## src/rtl/tnn_neuron_scheduler_pkg.sv

```systemverilog
// ----------------------------------------------------------------------------
// tnn_sched_pkg
// Shared types and constants for the TNN neuron scheduler.
//   FEAT_W / SRC_W : width of one feature value / one source index
//   SRC_ZERO       : source index that always selects constant 0
//   CFG_W          : width of one neuron config entry (six source indices)
//   state_t        : scheduler FSM states
//   cfg_t          : per-neuron operand routing; slot a sits at the LSBs
// ----------------------------------------------------------------------------
package tnn_sched_pkg;

    localparam int FEAT_W = 3;
    localparam int SRC_W  = 3;
    localparam logic [SRC_W-1:0] SRC_ZERO = 3'd7;
    localparam int CFG_W  = 18;

    typedef enum logic [1:0] {
        IDLE = 2'd0,
        RUN  = 2'd1,
        DONE = 2'd2
    } state_t;

    // Declared MSB-first, so 'a' lands in bits [2:0] of the packed word.
    typedef struct packed {
        logic [SRC_W-1:0] f;
        logic [SRC_W-1:0] e;
        logic [SRC_W-1:0] d;
        logic [SRC_W-1:0] c;
        logic [SRC_W-1:0] b;
        logic [SRC_W-1:0] a;
    } cfg_t;

    // Every slot routed to constant 0.
    localparam cfg_t CFG_RESET = {6{SRC_ZERO}};

    // A source index refers to a real feature only below the feature count;
    // everything above (including SRC_ZERO) reads as 0.
    function automatic logic src_is_feat(input logic [SRC_W-1:0] s, input int n_feat);
        return int'(s) < n_feat;
    endfunction

endpackage

```

## src/rtl/tnn_operand_mux.sv

```systemverilog
// ----------------------------------------------------------------------------
// tnn_operand_mux
// Combinational routing of latched sample features onto the six operands of
// the shared neuron core, according to one neuron's config entry.
//   i_feat  : feature register, feature k at [3k+2:3k]
//   i_cfg   : six source indices for the neuron being evaluated
//   o_a..o_f: operands; an index >= N_FEAT yields 0
// ----------------------------------------------------------------------------
module tnn_operand_mux
    import tnn_sched_pkg::*;
#(
    parameter int N_FEAT = 6
) (
    input  logic [FEAT_W*N_FEAT-1:0] i_feat,
    input  cfg_t                     i_cfg,
    output logic [FEAT_W-1:0]        o_a,
    output logic [FEAT_W-1:0]        o_b,
    output logic [FEAT_W-1:0]        o_c,
    output logic [FEAT_W-1:0]        o_d,
    output logic [FEAT_W-1:0]        o_e,
    output logic [FEAT_W-1:0]        o_f
);

    logic [5:0][SRC_W-1:0]  w_src;
    logic [5:0][FEAT_W-1:0] w_op;

    assign w_src = {i_cfg.f, i_cfg.e, i_cfg.d, i_cfg.c, i_cfg.b, i_cfg.a};

    always_comb begin
        w_op = '0;
        for (int k = 0; k < 6; k++) begin
            if (src_is_feat(w_src[k], N_FEAT)) begin
                for (int j = 0; j < N_FEAT; j++) begin
                    if (int'(w_src[k]) == j)
                        w_op[k] = i_feat[FEAT_W*j +: FEAT_W];
                end
            end
        end
    end

    assign o_a = w_op[0];
    assign o_b = w_op[1];
    assign o_c = w_op[2];
    assign o_d = w_op[3];
    assign o_e = w_op[4];
    assign o_f = w_op[5];

endmodule

```

## src/rtl/tnn_neuron_scheduler.sv

```systemverilog
// ----------------------------------------------------------------------------
// tnn_neuron_scheduler
// Time-multiplexes one external combinational TNN neuron core over
// N_NEURONS neurons. One sample is accepted, each neuron is evaluated in
// turn (one per cycle), and the fire vector is returned on a valid/ready port.
//   i_clk, i_rst          : clock, synchronous active-high reset
//   i_in_valid/o_in_ready : sample handshake, features on i_in_feat
//   i_cfg_we/addr/data    : per-neuron routing writes (IDLE only)
//   o_cfg_err             : one-cycle pulse when a write is dropped
//   o_core_a..f, i_core_out: shared core operands / fire bit
//   o_out_valid/i_out_ready/o_out_result : result handshake
//   o_busy                : sample in flight (RUN or DONE)
// ----------------------------------------------------------------------------
module tnn_neuron_scheduler
    import tnn_sched_pkg::*;
#(
    parameter  int N_NEURONS = 8,
    parameter  int N_FEAT    = 6,
    localparam int CNT_W     = (N_NEURONS > 1) ? $clog2(N_NEURONS) : 1
) (
    input  logic                     i_clk,
    input  logic                     i_rst,
    input  logic                     i_in_valid,
    output logic                     o_in_ready,
    input  logic [FEAT_W*N_FEAT-1:0] i_in_feat,
    input  logic                     i_cfg_we,
    input  logic [CNT_W-1:0]         i_cfg_addr,
    input  logic [CFG_W-1:0]         i_cfg_data,
    output logic                     o_cfg_err,
    output logic [FEAT_W-1:0]        o_core_a,
    output logic [FEAT_W-1:0]        o_core_b,
    output logic [FEAT_W-1:0]        o_core_c,
    output logic [FEAT_W-1:0]        o_core_d,
    output logic [FEAT_W-1:0]        o_core_e,
    output logic [FEAT_W-1:0]        o_core_f,
    input  logic                     i_core_out,
    output logic                     o_out_valid,
    input  logic                     i_out_ready,
    output logic [N_NEURONS-1:0]     o_out_result,
    output logic                     o_busy
);

    localparam logic [CNT_W-1:0] LAST = CNT_W'(N_NEURONS - 1);

    state_t                    r_state;
    logic [CNT_W-1:0]          r_cnt;
    logic [FEAT_W*N_FEAT-1:0]  r_feat;
    cfg_t                      r_cfg [N_NEURONS];
    logic [N_NEURONS-1:0]      r_result;
    logic                      r_in_ready;
    logic                      r_out_valid;
    logic                      r_busy;
    logic                      r_cfg_err;

    logic                      w_addr_ok;
    logic                      w_run;
    logic [FEAT_W-1:0]         w_a, w_b, w_c, w_d, w_e, w_f;

    // Out-of-range addresses (non power-of-two N_NEURONS) are dropped too.
    assign w_addr_ok = int'(i_cfg_addr) < N_NEURONS;
    assign w_run     = (r_state == RUN);

    // ---------------- config memory ----------------
    always_ff @(posedge i_clk) begin
        if (i_rst) begin
            for (int n = 0; n < N_NEURONS; n++)
                r_cfg[n] <= CFG_RESET;
            r_cfg_err <= 1'b0;
        end else begin
            r_cfg_err <= i_cfg_we && ((r_state != IDLE) || !w_addr_ok);
            if (i_cfg_we && (r_state == IDLE) && w_addr_ok)
                r_cfg[i_cfg_addr] <= cfg_t'(i_cfg_data);
        end
    end

    // ---------------- sequencing FSM ----------------
    always_ff @(posedge i_clk) begin
        if (i_rst) begin
            r_state     <= IDLE;
            r_cnt       <= '0;
            r_feat      <= '0;
            r_result    <= '0;
            r_in_ready  <= 1'b1;
            r_out_valid <= 1'b0;
            r_busy      <= 1'b0;
        end else begin
            case (r_state)
                IDLE: begin
                    if (i_in_valid) begin
                        r_feat     <= i_in_feat;
                        r_cnt      <= '0;
                        r_state    <= RUN;
                        r_in_ready <= 1'b0;
                        r_busy     <= 1'b1;
                    end
                end
                RUN: begin
                    r_result[r_cnt] <= i_core_out;
                    if (r_cnt == LAST) begin
                        r_state     <= DONE;
                        r_out_valid <= 1'b1;
                    end else begin
                        r_cnt <= r_cnt + 1'b1;
                    end
                end
                DONE: begin
                    if (i_out_ready) begin
                        r_state     <= IDLE;
                        r_out_valid <= 1'b0;
                        r_in_ready  <= 1'b1;
                        r_busy      <= 1'b0;
                    end
                end
                default: begin
                    r_state     <= IDLE;
                    r_in_ready  <= 1'b1;
                    r_out_valid <= 1'b0;
                    r_busy      <= 1'b0;
                end
            endcase
        end
    end

    // ---------------- operand routing to the shared core ----------------
    tnn_operand_mux #(
        .N_FEAT (N_FEAT)
    ) u_mux (
        .i_feat (r_feat),
        .i_cfg  (r_cfg[r_cnt]),
        .o_a    (w_a),
        .o_b    (w_b),
        .o_c    (w_c),
        .o_d    (w_d),
        .o_e    (w_e),
        .o_f    (w_f)
    );

    // Core is quiet outside RUN so its output never toggles needlessly.
    assign o_core_a = w_run ? w_a : '0;
    assign o_core_b = w_run ? w_b : '0;
    assign o_core_c = w_run ? w_c : '0;
    assign o_core_d = w_run ? w_d : '0;
    assign o_core_e = w_run ? w_e : '0;
    assign o_core_f = w_run ? w_f : '0;

    assign o_in_ready   = r_in_ready;
    assign o_out_valid  = r_out_valid;
    assign o_out_result = r_result;
    assign o_busy       = r_busy;
    assign o_cfg_err    = r_cfg_err;

endmodule

```

## config.mk

```make
export PLATFORM = sky130hd
export DESIGN_NAME = tnn_neuron_scheduler
export DESIGN_NICKNAME = d
export VERILOG_FILES = /design/src/rtl/tnn_neuron_scheduler_pkg.sv /design/src/rtl/tnn_operand_mux.sv /design/src/rtl/tnn_neuron_scheduler.sv
export SDC_FILE = /design/constraint.sdc
export NUM_CORES = 1
export LEC_CHECK = 0
export ABC_AREA = 1
export BUFFER_PORTS_ARGS = -buffer_cell sky130_fd_sc_hd__buf_2
export CAP_MARGIN = 20
export CORE_ASPECT_RATIO = 1.4
export CORE_MARGIN = 5
export CORE_UTILIZATION = 25
export CTS_CLUSTER_DIAMETER = 50
export DETAILED_ROUTE_END_ITERATION = 12
export PLACE_DENSITY_LB_ADDON = 0.1
export SLEW_MARGIN = 20
export SYNTH_ARGS = -nofsm -noshare
export SYNTH_HDL_FRONTEND = slang
export SYNTH_HIERARCHICAL = 1
export SYNTH_SLANG_ARGS = --single-unit
```

## constraint.sdc

```tcl
create_clock -name i_clk -period 3.35 [get_ports i_clk]
set_input_delay 0.67 -clock i_clk [delete_from_list [all_inputs] [get_ports i_clk]]
set_output_delay 0.67 -clock i_clk [all_outputs]
set_load 0.05 [all_outputs]
```

# After elaboration in Yosys (flattened, before gate mapping)
# Memory sizes are Yosys's and may differ from the RTL's. A register that Yosys moved wholly into a read port is not among the register bits.
# Index checks and enable logic that the tools add are counted.
# op_classes
add_sub_neg,1
mul,0
div,0
magnitude_cmp,8
n_eq_ne,37
n_shift,0
mux,76
n_bitwise,2
n_reduce_logical,18
# ops
op,n
2-to-1 mux 3 bit,53
equality test 3 bit (second input constant),25
equality test 3 x 2 -> 1 bit (second input constant),6
logical NOT 3 bit,6
< comparator 3 bit (second input constant),6
2-to-1 mux 18 bit,1
OR reduction 18 bit,1
2-to-1 mux 1 bit,12
AND reduction 3 bit,4
case mux 1 bit (3 select lines),3
bitwise mux 8 bit,1
2-to-1 mux 2 bit,3
!= test 2 bit (second input constant),3
case mux 2 bit (3 select lines),1
case mux 3 bit (2 select lines),1
< comparator 3 x 4 -> 1 bit (second input constant),1
nonzero test 2 bit,2
adder 3 x 1 -> 3 bit (second input constant),1
demux 1 bit (select 3 bit),1
>= comparator 3 x 1 -> 1 bit (second input constant),1
logical AND 1 bit,3
equality test 2 x 1 -> 1 bit (second input constant),1
equality test 2 bit (second input constant),1
logical NOT 2 bit,1
3 further kinds,4
# totals
regBits,35
latchBits,0
ram_bits,144
romBits,0
in_bits,45
wordCells,151
n_memories,1
# memory_table
memory,words,width,read_ports,rd_ports_with_merged_regs,wr,line,source
r_cfg,8,18,1,1,8,tnn_neuron_scheduler.sv:48,cfg_t r_cfg [N_NEURONS];

# Logic depth before layout (Yosys ltp)
# logic_depth
word_depth,9
ltp_mapped,18
ltp_nobuf,16

# Cells and area by module
# The synthesis kept the hierarchy.
# modules_own_cells
mod,instances,cells_per_inst,area_per_inst_um2,seq_area_each_um2
tnn_neuron_scheduler,1,1079,8909.8,5084.9
tnn_operand_mux,1,247,1144.8,0.0

# Worst setup path after synthesis
# OpenSTA, ideal clock, no wires.
# synth_timing
path_kind,reg2out
startpoint,reg (tool-made name)
endpoint,out o_core_e[0]
arrival_time_ps,2485
required_time_ps,2680
setup_slack_ps,195
stages_incl_launch_ff,15
path_cell_list,dfxtp_1 buf_2 clkinv_1 clkbuf_1 nand3_1 nand2_1 nand2_1 nand2_1 nor3_1 nand2_1 nand3_1 nand2_1 a21oi_1 inv_1 nor2_1
# synth_rtl
item,line,source
to (decl),tnn_neuron_scheduler.sv:34,"output logic [FEAT_W-1:0] o_core_e,"

==> impl_metrics.tcl <==
set metrics [dict create \
    overflow 0 \
    switching_share_pct 29.9 \
    hold_violations 0 \
    detail_route.wirelength_um 35800 \
    die_footprint_um2 44400 \
    grt_max_degree 80 \
    route.detailed.vias_per_inst 4.54 \
    post-route-min-period_ps 3360 \
    kind_of_launch_point_of_the_worst_setup_path "register" \
    path_max_fanout 11 \
    fin_cells 1981 \
    area_growth_pct 26.7 \
    htreeDepth 4 \
    synth_top_cells_by_count "sky130_fd_sc_hd__nand2_1, sky130_fd_sc_hd__inv_1, sky130_fd_sc_hd__nand3_1, sky130_fd_sc_hd__edfxtp_1, sky130_fd_sc_hd__nor2_1" \
    worst_clock_skew_ps 7.57 \
    boundaryPins 75 \
    synth-seq-area-share_pct 50.6 \
    syn_avg_cell_area_um2 7.58 \
    synth_async_sr_flop_share_pct 0 \
    setup_tns_ps -10.0 \
    final-seq-area_um2 5090 \
    layout_worst_path_cycle_share_pct 100 \
    synth.most_common_cell "sky130_fd_sc_hd__nand2_1" \
    grt_first_pass_wirelength_um 55800 \
    clockBufferDepth 2 \
    finalNetCount 1481 \
    ys_types 30 \
    worstHoldPathType "reg -> reg" \
    cts-root-buf "sky130_fd_sc_hd__clkbuf_16" \
    fp.dieH_um 247 \
    placedCellCount 1929 \
    tritoncts "yes" \
    synth_largest_area_cell "sky130_fd_sc_hd__edfxtp_1" \
    core-area_um2 40100 \
    drive_gt1_share_pct 20.2 \
    violated_checks "negative setup slack" \
    clockPowerShare_pct 35.8 \
    drt_iter0_drc 625 \
    finalWorstSetupSlack_ps -10.0 \
    power_frac_comb_pct 20.1 \
    cts_inserted_buffers 17 \
    peak_supply_drop_mv 0.381 \
    post-synth-top-area-fraction_pct 43.0 \
    antenna_found_initial 0 \
    worst_slew_margin_rel_pct 32.6 \
    number_of_global_route_vias_before_repair 9013 \
    dr.pass1.iters 5 \
    critical_setup_path_class "reg -> out" \
    dr_total_vias 8995 \
    netSwitchingPower_w 0.00172 \
    power.static_leakage_nw 5.63 \
    clock_sink_count 182 \
    timing.fmax_mhz 298 \
    worst-endpoint-required_ps 2680 \
    dp.final_hpwl_um 23000 \
    clkSlewWorstSetupHoldPaths_ps 60 \
    postRouteAntennaNets 0 \
    seq_power_share_pct 44.2 \
    final_max_slew_viol_count 0 \
    floorplan.initialDensity_pct 25.1 \
    drt-wirelength-per-cell_um 18.1 \
    pwr_cell_area_nw_per_um2 450 \
    setup_viol 1 \
    grt_setup_unrepaired "yes" \
    synth_seq_cells 182 \
    syn_std_cell_area_um2 10100 \
    port-buffer-count 74 \
    detail_route.drc_violations 0 \
    synth_flop_cell "sky130_fd_sc_hd__edfxtp_1" \
    synth-edff-count 144 \
    synth_area_leaders "sky130_fd_sc_hd__edfxtp_1, sky130_fd_sc_hd__nand2_1, sky130_fd_sc_hd__nand3_1" \
    placementRows 87 \
    synth_cells 1326 \
    internal_power_w 0.00402 \
    insertion_delay_ps 450 \
    synth.yosys.warnings 6 \
    multi_input_area_um2 4100 \
    antennaDiodeCount 0 \
    postSynthNetCount 1373 \
    arrival_ps 2690 \
    chipWidth_um 179 \
    timing.critical_path.to_type "output port" \
    maxCapViolCount 0 \
    routability_driven_placement_congestion_ratio 0.863 \
    grt_usage_pct 16.3 \
    timing_worst_slew_pin_value_ps 1010 \
    fillerInstances 4330 \
    outcome "complete, but fails checks" \
]
[per-layer routing]
metal  wire [um]  vias to the layer above  track usage, %
met1       15500                     4320            19.9
met5           0                        -               0
li1            -                     4463               -
met4         598                        0            4.35
met3        1030                       32            2.13
met2       18700                      180            30.2
[cells by family after synthesis]
logic type	count (synthesis)	synth area share (%)
DFF	182	50.6
and+or+nand+nor	761	33.1
buffers and inverters	312	12.3
AOI/OAI and AO/OA	69	3.76
adders and majority gates	2	0.249
[placed cells by master (no fill, tap or decap), drive strengths merged]
| cell | synthesis | final |
|---|---|---|
| clkinv | 3 | 7 |
| a22oi | 1 | 1 |
| ha | 2 | 2 |
| nand4 | 25 | 25 |
| o221ai | 2 | 2 |
| o2111ai | 2 | 2 |
| nand3b | 1 | 1 |
| nor3 | 22 | 22 |
| dfxtp | 38 | 38 |
| o22ai | 5 | 5 |
| clkbuf | 23 | 25 |
| buf | 38 | 149 |
| inv | 248 | 251 |
| nand3 | 239 | 239 |
| a21oi | 24 | 24 |
| or2 | 1 | 1 |
| nand2 | 347 | 348 |
| o21ai | 34 | 34 |
| o211a | 1 | 1 |
| edfxtp | 144 | 144 |
| nor2 | 126 | 126 |
[final cells by class]
class / instances / share of cell area, %
clock buffers: 25 / 4.40
clock inverters: 7 / 0.295
inverters: 251 / 7.53
multi-input cells: 833 / 32.2
flip-flops and latches: 182 / 40.0
well taps: 534 / 5.24
repair buffers: 149 / 10.4
[power by group through the flow]
stage / Clock, W / Sequential (W) / Combinational [W]
2_1_floorplan: 0 / 0.00257 / 0.000569
3_3_place_gp: 0 / 0.00258 / 0.000963
3_5_place_dp: 0 / 0.00258 / 0.000960
4_1_cts: 0.00211 / 0.00253 / 0.00114
5_1_grt: 0.00219 / 0.00254 / 0.00126
6_report: 0.00205 / 0.00253 / 0.00115
[metrics by stage]
| stage | utilization (%) | hold slack, ps | instance area, um^2 | setup slack, ps | total power, W |
|---|---|---|---|---|---|
| final | 31.8 | 446 | 12700 | -10.0 | 0.00573 |
| after global routing | 31.8 | 486 | 12700 | -217 | 0.00598 |
| after CTS | 31.6 | 449 | 12700 | -64.1 | 0.00579 |
| after detailed placement | 28.4 | 438 | 11400 | 180 | 0.00354 |
| after global placement | 28.4 | 436 | 11400 | 198 | 0.00354 |
| after floorplan | - | 472 | 10100 | 195 | 0.00314 |
[worst max-delay path, stage by stage (launching register included)]
cell and delay (ps):
sky130_fd_sc_hd__dfxtp_4 450, sky130_fd_sc_hd__buf_12 180, sky130_fd_sc_hd__buf_12 140, sky130_fd_sc_hd__nand2_1 60, sky130_fd_sc_hd__nand3_1 80, sky130_fd_sc_hd__nand2_1 60, sky130_fd_sc_hd__nand2_1 90, sky130_fd_sc_hd__nand2_4 100
sky130_fd_sc_hd__buf_4 150, sky130_fd_sc_hd__nor3_4 260, sky130_fd_sc_hd__a21oi_1 110, sky130_fd_sc_hd__a21oi_1 170, sky130_fd_sc_hd__inv_1 70, sky130_fd_sc_hd__nor2_2 120, sky130_fd_sc_hd__buf_6 190
[sequential cells by signal, summed over array words and instances (netlist names), named ones only]
name          count
r_cnt             3
r_cfg           144
o_out_valid       1
o_busy            1
o_in_ready        1
r_feat           18
r_state           2
o_cfg_err         1
o_out_result      8
[worst paths after layout]
path	slack (ps)	endpoint	depth (start not counted)	startpoint
worst max-delay path	-10	o_core_e[2]	14	register
worst min-delay path	450	o_out_valid	2	o_out_valid
worst max register to register	1290	r_cfg[6][12]	7	r_state[0]
worst min register to register	450	o_out_valid	2	o_out_valid
[repair_timing]
item / CTS / global route
pin swaps: 25 / 9
hold buffers: 0 / 0
setup endpoints to repair: 18 / 18
buffers inserted: 13 / 0
gates resized for setup: 133 / 32
gates cloned: 8 / 0
No activity file was read; power rests on OpenSTA's default activity.
